### src/rtl/if_id_pkg.sv
// Shared fetch->decode types and constants.
// Defines the queued fetch entry layout and the sequential pc step.
package if_id_pkg;

    localparam int XLEN    = 32;
    localparam int ILEN    = 32;
    localparam int PC_STEP = 4;

    typedef struct packed {
        logic            bp_taken;
        logic [XLEN-1:0] bp_target;
        logic [XLEN-1:0] pc;
        logic [ILEN-1:0] inst;
    } fetch_entry_t;

endpackage

### src/rtl/wrap_ctr.sv
// Clear/increment counter that wraps MAX -> 0 explicitly.
// Ports: clk, rst (sync, active-high), clr, inc, q (current value).
module wrap_ctr #(
    parameter int MAX = 1,
    parameter int W   = (MAX < 1) ? 1 : $clog2(MAX + 1)
) (
    input  logic         clk,
    input  logic         rst,
    input  logic         clr,
    input  logic         inc,
    output logic [W-1:0] q
);

    logic [W-1:0] q_q;
    logic [W-1:0] q_d;

    // Explicit wrap so a non-power-of-two range is honoured.
    always_comb begin
        q_d = q_q;
        if (clr) begin
            q_d = '0;
        end else if (inc) begin
            q_d = (q_q == W'(MAX)) ? '0 : q_q + W'(1);
        end
    end

    always_ff @(posedge clk) begin
        if (rst) begin
            q_q <= '0;
        end else begin
            q_q <= q_d;
        end
    end

    assign q = q_q;

endmodule

### src/rtl/if_id_queue.sv
// DEPTH-entry valid/ready queue between fetch and decode with flush.
// Ports: clk, rst, flush; in_* fetch side (in_ready registered);
//        out_* decode side (head, gated by out_valid); count occupancy.
module if_id_queue
    import if_id_pkg::*;
#(
    parameter int DEPTH = 2,
    parameter int XLEN  = if_id_pkg::XLEN,
    parameter int ILEN  = if_id_pkg::ILEN,
    localparam int CW   = $clog2(DEPTH + 1)
) (
    input  logic            clk,
    input  logic            rst,
    input  logic            flush,
    input  logic            in_valid,
    output logic            in_ready,
    input  logic [XLEN-1:0] in_pc,
    input  logic [ILEN-1:0] in_inst,
    input  logic            in_bp_taken,
    input  logic [XLEN-1:0] in_bp_target,
    output logic            out_valid,
    input  logic            out_ready,
    output logic [XLEN-1:0] out_pc,
    output logic [XLEN-1:0] out_pc_p4,
    output logic [ILEN-1:0] out_inst,
    output logic            out_bp_taken,
    output logic [XLEN-1:0] out_bp_target,
    output logic [CW-1:0]   count
);

    localparam int PW = (DEPTH > 1) ? $clog2(DEPTH) : 1;

    logic [CW-1:0] count_q;
    logic [CW-1:0] count_d;
    logic          in_ready_q;
    logic          in_ready_d;
    logic [PW-1:0] rd_ptr;
    logic [PW-1:0] wr_ptr;
    logic          push;
    logic          pop;

    fetch_entry_t  mem_q [DEPTH];
    fetch_entry_t  wr_entry;
    fetch_entry_t  head;

    assign out_valid = (count_q != '0);
    assign in_ready  = in_ready_q;
    assign push      = in_valid & in_ready_q & ~flush;
    assign pop       = out_valid & out_ready & ~flush;

    wrap_ctr #(.MAX(DEPTH - 1), .W(PW)) u_wr_ptr (
        .clk (clk),
        .rst (rst),
        .clr (flush),
        .inc (push),
        .q   (wr_ptr)
    );

    wrap_ctr #(.MAX(DEPTH - 1), .W(PW)) u_rd_ptr (
        .clk (clk),
        .rst (rst),
        .clr (flush),
        .inc (pop),
        .q   (rd_ptr)
    );

    // Occupancy kept separately so full and empty never alias.
    always_comb begin
        count_d = count_q;
        if (flush) begin
            count_d = '0;
        end else if (push && !pop) begin
            count_d = count_q + CW'(1);
        end else if (pop && !push) begin
            count_d = count_q - CW'(1);
        end
    end

    // Registered ready: a pop while full frees the slot next cycle.
    assign in_ready_d = (count_d != CW'(DEPTH));

    always_ff @(posedge clk) begin
        if (rst) begin
            count_q    <= '0;
            in_ready_q <= 1'b1;
        end else begin
            count_q    <= count_d;
            in_ready_q <= in_ready_d;
        end
    end

    always_comb begin
        wr_entry           = '0;
        wr_entry.bp_taken  = in_bp_taken;
        wr_entry.bp_target = in_bp_target;
        wr_entry.pc        = in_pc;
        wr_entry.inst      = in_inst;
    end

    // Data array is not reset; out_valid masks stale slots.
    always_ff @(posedge clk) begin
        if (push) begin
            mem_q[wr_ptr] <= wr_entry;
        end
    end

    assign head = mem_q[rd_ptr];

    assign out_pc        = out_valid ? head.pc : '0;
    assign out_pc_p4     = out_valid ? head.pc + XLEN'(PC_STEP) : '0;
    assign out_inst      = out_valid ? head.inst : '0;
    assign out_bp_taken  = out_valid & head.bp_taken;
    assign out_bp_target = out_valid ? head.bp_target : '0;
    assign count         = count_q;

endmodule
### config.mk
export PLATFORM = sky130hd
export DESIGN_NAME = if_id_queue
export DESIGN_NICKNAME = d
export VERILOG_FILES = /design/src/rtl/if_id_pkg.sv /design/src/rtl/wrap_ctr.sv /design/src/rtl/if_id_queue.sv
export SDC_FILE = /design/constraint.sdc
export NUM_CORES = 1
export LEC_CHECK = 0
export ABC_AREA = 1
export ABC_CLOCK_PERIOD_IN_PS = 14300
export CORE_MARGIN = 2
export CORE_UTILIZATION = 45
export CTS_CLUSTER_SIZE = 40
export DETAILED_ROUTE_END_ITERATION = 6
export PLACE_DENSITY = 0.75
export SLEW_MARGIN = 20
export SYNTH_ARGS = -nofsm -noshare
export SYNTH_HDL_FRONTEND = slang
export SYNTH_SLANG_ARGS = --single-unit
### constraint.sdc
create_clock -name clk -period 14.3 [get_ports clk]
set_input_delay 4.29 -clock clk [delete_from_list [all_inputs] [get_ports clk]]
set_output_delay 4.29 -clock clk [all_outputs]
set_load 0.02 [all_outputs]
== Word-level counts from Yosys, hierarchy flattened ==
Memories as Yosys holds them, arrays and structs flattened. A register that Yosys moved wholly into a read port is not among the register bits.
Index checks and enable logic that the tools add are counted.

* Reduce and logical (&&, ||, !) cells: 6
* Multiplexer cells: 13
* $add $sub $neg: 5
* Eq/ne operators: 1
* Bitwise operators: 6

{| class="wikitable"
|+ Operators with widths
! operator !! count
|-
| $mux 32 || 4
|-
| $add 32x3->32 const B || 1
|-
| $mux 1 || 6
|-
| $mux 2 || 3
|-
| $and 1x1->1 || 5
|-
| $add 1x1->1 const B || 2
|-
| $add 2x1->2 const B || 1
|-
| $logic_and 1x1->1 || 2
|-
| $logic_not 1->1 || 2
|-
| $ne 2x2->1 const B || 1
|-
| $reduce_bool 2->1 || 1
|-
| $reduce_or 2->1 || 1
|-
| $sub 2x1->2 const B || 1
|-
| $not 1->1 || 1
|}

* RAM bits: 194
* Memories: 1
* Bits in registers: 5
* Word-level logic and storage cells: 36
* Input port bits: 102

{| class="wikitable"
|+ Memory list
! memory !! words !! bits a word !! read ports !! clocked after memory_dff !! wr ports !! line !! RTL
|-
| mem_q || 2 || 97 || 1 || 1 || 1 || if_id_queue.sv:42 || <nowiki>fetch_entry_t mem_q [DEPTH];</nowiki>
|}

== Longest topological paths before layout ==
* Word-level depth: 8
* Gate-level depth with buffers: 13

== Cells and area by module ==
Synthesis repeated with hierarchy kept, for this count alone.

* Cells, all modules: 837
* Area, all modules: 8744.6 um2

{| class="wikitable"
|+ Modules (own cells, without submodules)
! module !! sequential area each (um2) !! area each (um2) !! cells each !! instances
|-
| if_id_queue || 5885.6 || 8662.1 || 825 || 1
|-
| wrap_ctr || 20.0 || 41.3 || 6 || 2
|}

== Worst setup path after synthesis ==
OpenSTA, ideal clock, no wires.

* Kind: in2reg
* Start point: input port in_valid
* End point: memory mem_q[0][0] (netlist bit), enable pin
* Library setup time: 553 ps
* Path slack: 5160 ps
* Buffers on the path: 0
* Stages on the path: 4
* Data required time: 13747 ps
* Data arrival time: 8586 ps
* Path through: nand2_1 nor2_1 inv_1 nor2_1

* Longest elaborated chain between the ends: 4

{| class="wikitable"
|+ Ends and longest elaborated chain
! element !! line !! RTL
|-
| start: declaration || if_id_queue.sv:15 || <nowiki>input logic in_valid,</nowiki>
|-
| $and 1x1->1 (2 in series) || if_id_queue.sv:48 || <nowiki>assign push = in_valid & in_ready_q & ~flush;</nowiki>
|-
| $mux 1 || if_id_queue.sv:102 || <nowiki>if (push) begin</nowiki>
|-
| $mux 1 (not written as such) || if_id_queue.sv:103 || <nowiki>mem_q[wr_ptr] <= wr_entry;</nowiki>
|-
| end: declaration || if_id_queue.sv:42 ||
|}

No other way between the ends.

==> reports/summary.md <==
The flow ran to the end, and the final reports show no timing, DRC or antenna violations. Of the total synthesized cell area, the portion taken by AND, OR, NAND and NOR gates is 19.5%. For this run the aggregate overflow at the end of global routing stands at 0.

The number of buffers inserted by post-CTS setup repair was 0; the placement row count was 50. Input and output buffers added on the ports amount to 234. By area, the combinational part of the netlist is dominated by simple AND/OR/NAND/NOR gates. The synthesized netlist devotes 6.31% of its cell area to compound gates. In this run, the clock network consumes 34.6% of the power.

The run gives 3.72 ns as the critical path arrival. Dividing the detail-routed wire length by the instance count gives 15.7 µm. At the later pin of the worst-skew pair, clock insertion delay measures 0.42 ns.

In this run the worst hold path is classified as reg2reg. The floorplan step defined a die boundary enclosing 0.0204 mm². Max-cap violations in this run came to 0.

The commonest cells after synthesis are nor2_1, edfxtp_1, nand2_1, o21ai_0, inv_1. The tools report the netlist area before placement as 0.00868 mm². Number of max-slew violations in the final report: 0. Measured against its own limit, the worst slew margin works out to 29.1%. The logs give 0 for the number of resized instances in the post-cts repair step and 938 for the post-synthesis net count. The post-synthesis cell type with the largest combined area is edfxtp_1. The share of synthesized area in the top cell type comes to 67.1%. The count of final setup violators was 0; the pin count of the biggest net entering global routing was 95. Net switching is 23.4% of the power. Across every metal layer, demand over resource in global routing totals 20.5%.

The total leakage power came out at 4.46 nW. Detailed routing inserted a total of 6485 vias. After synthesis, the share of cell area in mux cells is 0%. For this design, the sink count on the clock tree is 200. Post-synthesis adder-cell area fraction: 0.288%. By area the synthesized netlist is led by edfxtp_1, nor2_1, nand2_1, o21ai_0, inv_1. After layout, the minimum clock period comes to 8.01 ns.

The element type at the critical path end was an output pin. For the area of the placeable core, the log shows 0.0188 mm². The H-tree was split into 4 levels.

The critical path launch point type is a register. The transition at the pin with the smallest max-transition slack works out to 1.06 ns. Per report_power, the sequential group accounts for 53.6% of the total.

In the final layout, the share of cells above drive strength 1 is 5.79%. In this run the worst path has a maximum fanout of 94. Combinational logic is responsible for 11.9% of the overall power. The starting DRC count in detailed routing was 408. Once detail routing completed, the nets flagged for antenna violations numbered 0.

For this run, the post-layout net count is 1162. TritonCTS built the clock tree. After synthesis, the share of flip-flops with an asynchronous set or reset is 0%. The run gives 0.951 mW as the internal power contribution.

For this run, the register share of the synthesized area comes to 68.5%. Setup total negative slack on the finished layout was measured at 0 ns. Final period utilization: 56.0%.

The iteration count of the initial detailed-routing pass is 5, and the clock-pin slew on the worst setup and hold paths is 0.07 ns. The instance count of the mapped netlist came out at 834. The run gives 28 as the number of unique standard cell types used by synthesis. The power density over cell area works out to 105 mW/mm². Compared with the post-synthesis result, the final layout area differs by 35.6%. The startpoint identified for the worst register-to-register timing path is count[0]$_SDFF_PP0_.

Counting flops and latches in the post-synthesis netlist gives 200. Between clock sinks in the finished design, the worst skew comes to 0.0121 ns. For this design, the CTS-stage hold fixing added 0 buffers. For this configuration, the core starts out at a cell density of 46.1%. The tools report the total half-perimeter wirelength after legalization and detailed placement as 14200 µm.

The first global-routing pass estimated 32200 µm of wire. From bottom edge to top edge, the die measures 143 µm. For the number of antenna violations at the first check in global routing, the log shows 2.

At the end of routability-driven placement, the weighted congestion stood at 0.849. For the DRC violations left, the log shows 0. The class of the most critical setup path is reg2out.

The horizontal die dimension was 143 µm. Most common cell in the synthesized netlist: nor2_1. Count of endpoints failing hold in the final timing report: 0.

For this design the top-level I/O count stands at 235. The number of flops mapped to enable cells by yosys was 194. The run gives 6453 as the number of global-route vias before repair. Setup repair after global routing left no endpoint under its margin. The run gives 0.469 ns as the worst hold slack across all endpoints. Summed over all nets, the switching power comes to 0.290 mW.

During synthesis, Yosys emitted a total of 0 warnings. Clock tree synthesis inserted a total of 17 buffers. For this run, the top clock speed supported by timing is 125 MHz. The area share of xor/xnor cells in the synthesized design came out at 0%. The most used flip-flop cell after synthesis is edfxtp_1.

The final layout contains routed wiring with a total length of 20900 µm. The number of fill cells in the layout came out at 1520. Beginning of the worst hold path: u_rd_ptr.q$_SDFFE_PP0P_. Using the TritonRoute via totals, the vias-per-cell ratio works out to 4.86. The maximum buffer depth of the clock tree was 2; the synthesized area per cell was 10.4 µm². The tools report the maximum ir drop on the vdd rail as 0.0748 mV. The endpoint required time on the critical path is 10.01 ns. The tree is rooted in a clkbuf_16.
-- per-layer routing --
layer / global-route usage, % / wire length, µm
met5: 0 / 0
met2: 34.4 / 10400
met3: 6.30 / 1720
met4: 6.20 / 210
met1: 25.6 / 8600
-- registers in the layout, indices dropped and copies added, names as in the netlist, named ones only --
name	count
mem_q	194
count	2
u_wr_ptr.q	1
in_ready	1
u_rd_ptr.q	1
-- layout by cell type (no fill, tap or decap), types with 2 or more instances in the layout --
master and count:
o211ai_1 3, nor2_2 9, edfxtp_1 194, nand4_1 12
nand2_1 160, o21ai_0 78, nor2_4 5, nand2_2 7
buf_4 8, inv_8 2, clkinv_1 2, diode_2 2
inv_2 2, a21oi_1 15, inv_6 3, nor2_1 193
nand3_1 25, clkbuf_16 17, clkinv_4 2, o21ai_1 7
clkdlybuf4s50_1 234, clkbuf_1 2, clkinv_2 4, inv_1 71
dfxtp_1 5, ha_1 2
-- power by group through the flow --
stage	clock [mW]	sequential (mW)	combinational (mW)
after floorplan	0	0.680	0.0672
after global placement	0	0.677	0.146
after detailed placement	0	0.678	0.147
after CTS	0.437	0.665	0.148
after global routing	0.461	0.666	0.159
final	0.429	0.665	0.147
-- per-stage QoR --
step                      cells  worst slack (ns)  total power, mW  util, %  cell area, µm²
after global placement     1299              6.78            0.823     59.7           11200
after CTS                  1331              6.23             1.25     62.5           11800
final                      1333              6.29             1.24     62.5           11800
after detailed placement   1299              6.71            0.825     59.7           11200
after floorplan             834              5.16            0.747        -            8680
after global routing       1331              6.01             1.29     62.5           11800
-- area by class of cell --
type / instances / area, µm² / area share, %
Antenna cell: 2 / 5.00 / 0.0425
Inverter: 74 / 279 / 2.37
Tap cell: 260 / 325 / 2.76
Clock buffer: 19 / 433 / 3.68
Multi-Input combinational cell: 523 / 2280 / 19.4
Clock inverter: 13 / 96.3 / 0.819
Sequential cell: 200 / 5950 / 50.5
Timing Repair Buffer: 242 / 2400 / 20.4
-- final timing paths --
path | to | slack (ns) | cells past startpoint
setup / recovery | out_pc_p4[21] | 6.29 | 11
hold / removal | register | 0.47 | 2
setup reg to reg | in_ready$_SDFF_PP1_ | 12.49 | 11
hold reg to reg | register | 0.47 | 2
-- cells by family after synthesis --
group           after synthesis
compound gates              106
simple gates                415
buf+inv                     111
fa+ha+maj                     2
flops                       200
-- worst max-delay path, stage by stage (launching register included) --
cell and delay, ns:
dfxtp_4 0.40, clkinv_2 0.07, buf_4 0.75, nand2_1 0.20
nand2_1 0.18, nand2_2 0.10, nor2_4 0.13, nand2_1 0.10
nor2_2 0.37, nand2_1 0.17, o21ai_1 0.19, clkdlybuf4s50_1 0.63
No activity file was read; power rests on OpenSTA's default activity.
